`config.mk`:
```
export PLATFORM = sky130hd
export DESIGN_NAME = lsu_mem_ctrl
export DESIGN_NICKNAME = d
export VERILOG_FILES = /design/src/rtl/opcode_type.sv /design/src/rtl/lsu_align.sv /design/src/rtl/lsu_mem_ctrl.sv
export SDC_FILE = /design/constraint.sdc
export NUM_CORES = 1
export LEC_CHECK = 0
export BUFFER_PORTS_ARGS = -buffer_cell sky130_fd_sc_hd__buf_2
export CAP_MARGIN = 20
export CORE_MARGIN = 3
export CORE_UTILIZATION = 50
export CTS_CLUSTER_SIZE = 24
export DETAILED_ROUTE_END_ITERATION = 7
export PLACE_DENSITY = 0.8
export SYNTH_ARGS = -nofsm -noshare
export SYNTH_HDL_FRONTEND = slang
export SYNTH_SLANG_ARGS = --single-unit
```
`constraint.sdc`:
```
create_clock -name clk -period 2.55 [get_ports clk]
set_clock_uncertainty 0.2 [all_clocks]
set_input_delay 0.1275 -clock clk [delete_from_list [all_inputs] [get_ports clk]]
set_output_delay 0.1275 -clock clk [all_outputs]
set_load 0.005 [all_outputs]
```
`src/rtl/opcode_type.sv`:
```
// Shared encodings for the load/store unit: load selectors, FSM states and
// access-size helpers used by both the controller and the lane aligner.
package opcode_type;

  typedef enum logic [2:0] {
    LD_LB   = 3'b000,
    LD_LH   = 3'b001,
    LD_LW   = 3'b010,
    LD_LBU  = 3'b011,
    LD_LHU  = 3'b100,
    LD_NONE = 3'b111
  } ld_sel_e;

  typedef enum logic [1:0] {
    ST_IDLE = 2'd0,
    ST_REQ  = 2'd1,
    ST_DONE = 2'd2
  } lsu_state_e;

  typedef enum logic [1:0] {
    SZ_BYTE = 2'd0,
    SZ_HALF = 2'd1,
    SZ_WORD = 2'd2
  } acc_size_e;

  // Stores derive their size from the byte mask, loads from the selector.
  function automatic acc_size_e access_size(input logic wr_en,
                                            input logic [3:0] bmask,
                                            input logic [2:0] ld_sel);
    acc_size_e sz;
    sz = SZ_BYTE;
    if (wr_en) begin
      if (bmask[3] || bmask[2]) sz = SZ_WORD;
      else if (bmask[1])        sz = SZ_HALF;
    end else begin
      if (ld_sel == LD_LW)                          sz = SZ_WORD;
      else if (ld_sel == LD_LH || ld_sel == LD_LHU) sz = SZ_HALF;
    end
    return sz;
  endfunction

  function automatic logic is_misaligned(input acc_size_e sz, input logic [1:0] lane);
    logic bad;
    bad = 1'b0;
    if (sz == SZ_HALF)      bad = lane[0];
    else if (sz == SZ_WORD) bad = (lane != 2'b00);
    return bad;
  endfunction

  function automatic logic [3:0] size_mask(input acc_size_e sz);
    logic [3:0] m;
    m = 4'b0001;
    if (sz == SZ_HALF)      m = 4'b0011;
    else if (sz == SZ_WORD) m = 4'b1111;
    return m;
  endfunction

endpackage

```
`src/rtl/lsu_align.sv`:
```
// Combinational lane steering: shifts store mask/data onto byte lanes and
// extracts plus extends the addressed lane of a read word.
module lsu_align
  import opcode_type::*;
(
  input  logic [1:0]  st_lane_i,
  input  logic [3:0]  bmask_i,
  input  logic [31:0] st_data_i,
  output logic [3:0]  be_o,
  output logic [31:0] wdata_o,
  input  logic [1:0]  ld_lane_i,
  input  logic [2:0]  ld_sel_i,
  input  logic [31:0] rdata_i,
  output logic [31:0] ld_data_o
);

  logic [31:0] lane_word;

  assign be_o      = bmask_i << st_lane_i;
  assign wdata_o   = st_data_i << {st_lane_i, 3'b000};
  assign lane_word = rdata_i >> {ld_lane_i, 3'b000};

  always_comb begin
    ld_data_o = 32'd0;
    case (ld_sel_i)
      LD_LB:   ld_data_o = {{24{lane_word[7]}}, lane_word[7:0]};
      LD_LBU:  ld_data_o = {24'd0, lane_word[7:0]};
      LD_LH:   ld_data_o = {{16{lane_word[15]}}, lane_word[15:0]};
      LD_LHU:  ld_data_o = {16'd0, lane_word[15:0]};
      LD_LW:   ld_data_o = lane_word;
      default: ld_data_o = 32'd0;
    endcase
  end

endmodule

```
`src/rtl/lsu_mem_ctrl.sv`:
```
// Load/store unit memory controller: single outstanding access, registered
// memory request with timeout abort and one-cycle completion pulse.
module lsu_mem_ctrl
  import opcode_type::*;
#(
  parameter int TIMEOUT = 255
) (
  input  logic        clk,
  input  logic        rst_n,
  input  logic        lsu_vld,
  input  logic        wr_en,
  input  logic [3:0]  bmask,
  input  logic [2:0]  ld_sel,
  input  logic [31:0] addr,
  input  logic [31:0] st_data,
  output logic [31:0] ld_data,
  output logic        lsu_stall,
  output logic        lsu_done,
  output logic        lsu_err,
  output logic        mem_req,
  output logic        mem_we,
  output logic [31:0] mem_addr,
  output logic [3:0]  mem_be,
  output logic [31:0] mem_wdata,
  input  logic        mem_ack,
  input  logic [31:0] mem_rdata
);

  localparam int CW = (TIMEOUT < 2) ? 1 : $clog2(TIMEOUT);
  localparam logic [CW-1:0] TO_LAST = CW'(TIMEOUT - 1);

  lsu_state_e  state_q, state_d;
  logic        mem_we_q, mem_we_d;
  logic [31:0] mem_addr_q, mem_addr_d;
  logic [3:0]  mem_be_q, mem_be_d;
  logic [31:0] mem_wdata_q, mem_wdata_d;
  logic [2:0]  ld_sel_q, ld_sel_d;
  logic [1:0]  lane_q, lane_d;
  logic [CW-1:0] cnt_q, cnt_d;
  logic        err_q, err_d;
  logic [31:0] ld_data_q, ld_data_d;

  acc_size_e   acc_size;
  logic        misaligned;
  logic [3:0]  be_raw;
  logic [3:0]  align_be;
  logic [31:0] align_wdata;
  logic [31:0] align_ld;

  assign acc_size   = access_size(wr_en, bmask, ld_sel);
  assign misaligned = is_misaligned(acc_size, addr[1:0]);
  // Loads get lane enables sized to the access so memory sees a real mask.
  assign be_raw     = wr_en ? bmask : size_mask(acc_size);

  lsu_align u_align (
    .st_lane_i (addr[1:0]),
    .bmask_i   (be_raw),
    .st_data_i (st_data),
    .be_o      (align_be),
    .wdata_o   (align_wdata),
    .ld_lane_i (lane_q),
    .ld_sel_i  (ld_sel_q),
    .rdata_i   (mem_rdata),
    .ld_data_o (align_ld)
  );

  always_ff @(posedge clk or negedge rst_n) begin
    if (!rst_n) begin
      state_q     <= ST_IDLE;
      mem_we_q    <= 1'b0;
      mem_addr_q  <= 32'd0;
      mem_be_q    <= 4'd0;
      mem_wdata_q <= 32'd0;
      ld_sel_q    <= LD_NONE;
      lane_q      <= 2'd0;
      cnt_q       <= '0;
      err_q       <= 1'b0;
      ld_data_q   <= 32'd0;
    end else begin
      state_q     <= state_d;
      mem_we_q    <= mem_we_d;
      mem_addr_q  <= mem_addr_d;
      mem_be_q    <= mem_be_d;
      mem_wdata_q <= mem_wdata_d;
      ld_sel_q    <= ld_sel_d;
      lane_q      <= lane_d;
      cnt_q       <= cnt_d;
      err_q       <= err_d;
      ld_data_q   <= ld_data_d;
    end
  end

  always_comb begin
    state_d     = state_q;
    mem_we_d    = mem_we_q;
    mem_addr_d  = mem_addr_q;
    mem_be_d    = mem_be_q;
    mem_wdata_d = mem_wdata_q;
    ld_sel_d    = ld_sel_q;
    lane_d      = lane_q;
    cnt_d       = cnt_q;
    err_d       = err_q;
    ld_data_d   = ld_data_q;

    unique case (state_q)
      ST_IDLE: begin
        if (lsu_vld) begin
          ld_data_d = 32'd0;
          if (misaligned) begin
            err_d   = 1'b1;
            state_d = ST_DONE;
          end else begin
            err_d       = 1'b0;
            mem_we_d    = wr_en;
            mem_addr_d  = {addr[31:2], 2'b00};
            mem_be_d    = align_be;
            mem_wdata_d = align_wdata;
            // Stores carry LD_NONE so the aligner returns zero on completion.
            ld_sel_d    = wr_en ? LD_NONE : ld_sel;
            lane_d      = addr[1:0];
            cnt_d       = '0;
            state_d     = ST_REQ;
          end
        end
      end
      ST_REQ: begin
        if (mem_ack) begin
          ld_data_d = align_ld;
          err_d     = 1'b0;
          state_d   = ST_DONE;
        end else if (cnt_q == TO_LAST) begin
          ld_data_d = 32'd0;
          err_d     = 1'b1;
          state_d   = ST_DONE;
        end else begin
          cnt_d = cnt_q + 1'b1;
        end
      end
      ST_DONE: state_d = ST_IDLE;
      default: state_d = ST_IDLE;
    endcase
  end

  assign mem_req   = (state_q == ST_REQ);
  assign mem_we    = mem_we_q;
  assign mem_addr  = mem_addr_q;
  assign mem_be    = mem_be_q;
  assign mem_wdata = mem_wdata_q;
  assign lsu_done  = (state_q == ST_DONE);
  assign lsu_err   = lsu_done & err_q;
  assign ld_data   = lsu_done ? ld_data_q : 32'd0;
  assign lsu_stall = lsu_vld & (state_q != ST_DONE);

endmodule

```
==> flow_summary.json <==
{
  "status": "finished, final reports clean",
  "clk_latency_ns": 0.41,
  "place_ws_ns": -0.0937,
  "cts_buffer_depth": 2,
  "yosysWarnings": 0,
  "stdcell_count": 999,
  "synth_edf_count": 0,
  "drtPass1Iterations": 5,
  "place_hpwl_um": 12100,
  "antenna_found_initial": 0,
  "synthXorXnorAreaFrac": 0.0103,
  "whs_ns": 0.0215,
  "drive_gt1_frac": 0.383,
  "pin_count": 213,
  "synthSimpleGateAreaFrac": 0.117,
  "synthCells": 541,
  "placedCellCount": 871,
  "place_congestion": 0.896,
  "dpl_cell_area_um2": 7150,
  "post-route-util": 0.758,
  "end_kind": "flop",
  "fill_cells": 697,
  "tightest_slew_ns": 0.794,
  "grt_max_degree": 54,
  "ys_ff_latch": 115,
  "die_w_um": 115,
  "clock-sinks": 115,
  "min_period_over_period": 0.992,
  "setup_viol": 0,
  "power_density_nw_per_um2": 989,
  "die-height_um": 115,
  "cts_tree": "yes",
  "cts-htree-levels": 4,
  "synth.distinct_cells": 52,
  "area_delta_synth_final_pct": 46.5,
  "num_vias": 5890,
  "first_iter_violations": 628,
  "worst-setup-path-type": "in2reg",
  "wirelength_um": 20800,
  "grt_overflow_total": 0,
  "max_freq_mhz": 395,
  "ys.flop_type": "dfrtp_1",
  "nets": 955,
  "cp_max_fo": 2,
  "maxCapViolations": 0,
  "drc": 0,
  "vdd_ir_drop_max_uv": 786,
  "syn-cell-area_um2": 5960,
  "worst_slack_ns": 0.0195,
  "fin_area_um2": 8720,
  "synth-adder-area-share": 0.00840,
  "clock-root-buffer": "clkbuf_16",
  "critPathArrivalTime_ns": 2.62,
  "grt_pass1_vias": 6225,
  "viasPerCell": 5.90,
  "clk_pin_slew_worst_paths_ns": 0.06,
  "maxSlewViolCount": 0,
  "insertedDiodeCount": 0,
  "start_util": 0.517,
  "cts_buffers": 17,
  "synth_seq_area_share": 0.484,
  "avgSynthCellArea_um2": 11.0,
  "timing.slew.headroom": 0.470,
  "avgRoutedWirePerCell_um": 20.8,
  "setup_tns_ns": 0,
  "antenna_left": 0,
  "hold_path_class": "in2async",
  "crit_required_ns": 2.64,
  "muxShareOfSynthArea": 0.185,
  "p_leak_nw": 4.34,
  "io_buffers": 210,
  "hold_viol": 0,
  "async_flop_share": 1.00,
  "grt.total_usage": 0.307,
  "total_power_mw": 8.63,
  "coreArea_um2": 11500,
  "synth_compound_area_frac": 0.152,
  "period_needed_ns": 2.53,
  "reg2reg_depth": 5,
  "rows": 39,
  "synth_top_family_by_area": "multiplexers",
  "die_area_um2": 13300,
  "start_kind": "primary input",
  "grt_pass1_wl_um": 31900
}
==> synthesized netlist by cell type, drive strengths merged (3+ instances only) <==
cell type  instances  share of area
a21oi             10         0.0084
a32o               8          0.013
dfstp              3          0.013
mux2i             47          0.079
and2              34          0.036
mux2              54           0.10
inv               10         0.0063
xor2               7          0.010
a211o              8          0.012
o41ai              9          0.013
dfrtp            112           0.47
nor2              26          0.016
nand2             40          0.025
a211oi             9          0.011
nor2b             17          0.018
nand3              3         0.0025
o21ai             38          0.032
o31ai             11          0.014
a221o             17          0.029
clkbuf            22          0.014
buf               21          0.022
ha                 4         0.0084
nor3               3         0.0025
==> worst max-delay path, cell delays in order <==
cell	delay, ns
buf_2	0.11
dlygate4sd3_1	0.59
nor2_2	0.13
a32o_1	0.18
inv_1	0.06
ha_1	0.32
inv_1	0.08
mux4_2	0.46
mux2_2	0.29
mux2_2	0.27
==> sequential cells by signal, indices dropped and copies added (netlist names), 2 cells and up <==
name / flops
cnt_q: 8
lane_q: 2
ld_data_q: 32
ld_sel_q: 3
mem_addr: 30
mem_be: 4
mem_wdata: 32
state_q: 2
==> kinds of logic after synthesis <==
family          count (synthesis)
compound gates                124
xor+xnor                        7
fa+ha+maj                       4
buf+inv                        54
flops                         115
mux                           102
other cells                     1
simple gates                  134
==> per-layer routing <==
layer  vias up  GRT usage  wire (um)
met1      2810      0.366       7740
li1       2569          -          -
met2       428      0.520      10200
met3        83     0.0895       1980
met4         0      0.131        795
met5         -          0          0
==> what timing repair did <==
item	in CTS	in global routing
hold buffers	94	0
setup endpoints to repair	0	61
hold endpoints to repair	208	0
gates resized for setup	0	5
buffers inserted	0	1
==> cells in the final DEF, fill, tap and decap left out, types with 2 or more instances in the layout <==
cell,Yosys,routed
or3_1,2,2
nand2b_1,2,2
clkinvlp_4,0,4
nand2_1,40,40
xor2_1,7,7
buf_2,11,209
conb_1,1,2
nor2b_1,17,17
a211o_1,8,8
clkbuf_16,0,18
nor3_1,3,2
o211ai_1,2,2
bufinv_16,0,2
o22ai_1,2,2
buf_6,1,2
nor2_1,26,24
clkinv_4,0,3
dlygate4sd3_1,0,94
inv_6,0,3
dfstp_2,3,3
buf_12,0,2
a221o_1,17,17
mux2i_1,47,47
o41ai_1,9,9
inv_1,10,10
a32o_1,8,8
clkinv_2,0,3
ha_1,4,4
a21oi_1,10,9
and2_1,34,34
mux2_2,54,54
dfrtp_1,112,112
buf_4,3,17
o31ai_1,11,11
a211oi_1,9,9
o21ai_0,38,37
nand3_1,3,3
==> worst paths after layout <==
check,from,to,slack [ns]
max,ld_sel[1],mem_be[2]$_DFFE_PN0P_,0.02
min,rst_n,mem_wdata[24]$_DFFE_PN0P_,0.02
max reg2reg,lane_q[0]$_DFFE_PN0P_,ld_data_q[0]$_DFFE_PN0P_,0.13
min reg2reg,ld_data_q[16]$_DFFE_PN0P_,ld_data_q[16]$_DFFE_PN0P_,0.28
max in group asynchronous,rst_n,ld_data_q[23]$_DFFE_PN0P_,1.37
min in group clk,mem_rdata[15],ld_data_q[15]$_DFFE_PN0P_,0.03
==> power by group <==
group          internal, mW  leakage (nW)  switching (mW)
clock network          1.44         0.276           0.907
registers              2.58          1.46           0.531
logic                  1.59          2.60            1.58
==> area by class of cell <==
| class | count | area, um2 | area share |
|---|---|---|---|
| Clock buffer | 17 | 425 | 0.0488 |
| Clock inverter | 15 | 158 | 0.0181 |
| Inverter | 11 | 41.3 | 0.00473 |
| Multi-Input combinational cell | 373 | 2840 | 0.325 |
| Sequential cell | 115 | 2880 | 0.330 |
| Tap cell | 143 | 179 | 0.0205 |
| Timing Repair Buffer | 325 | 2200 | 0.252 |
Power figures use the tool's default switching activity.
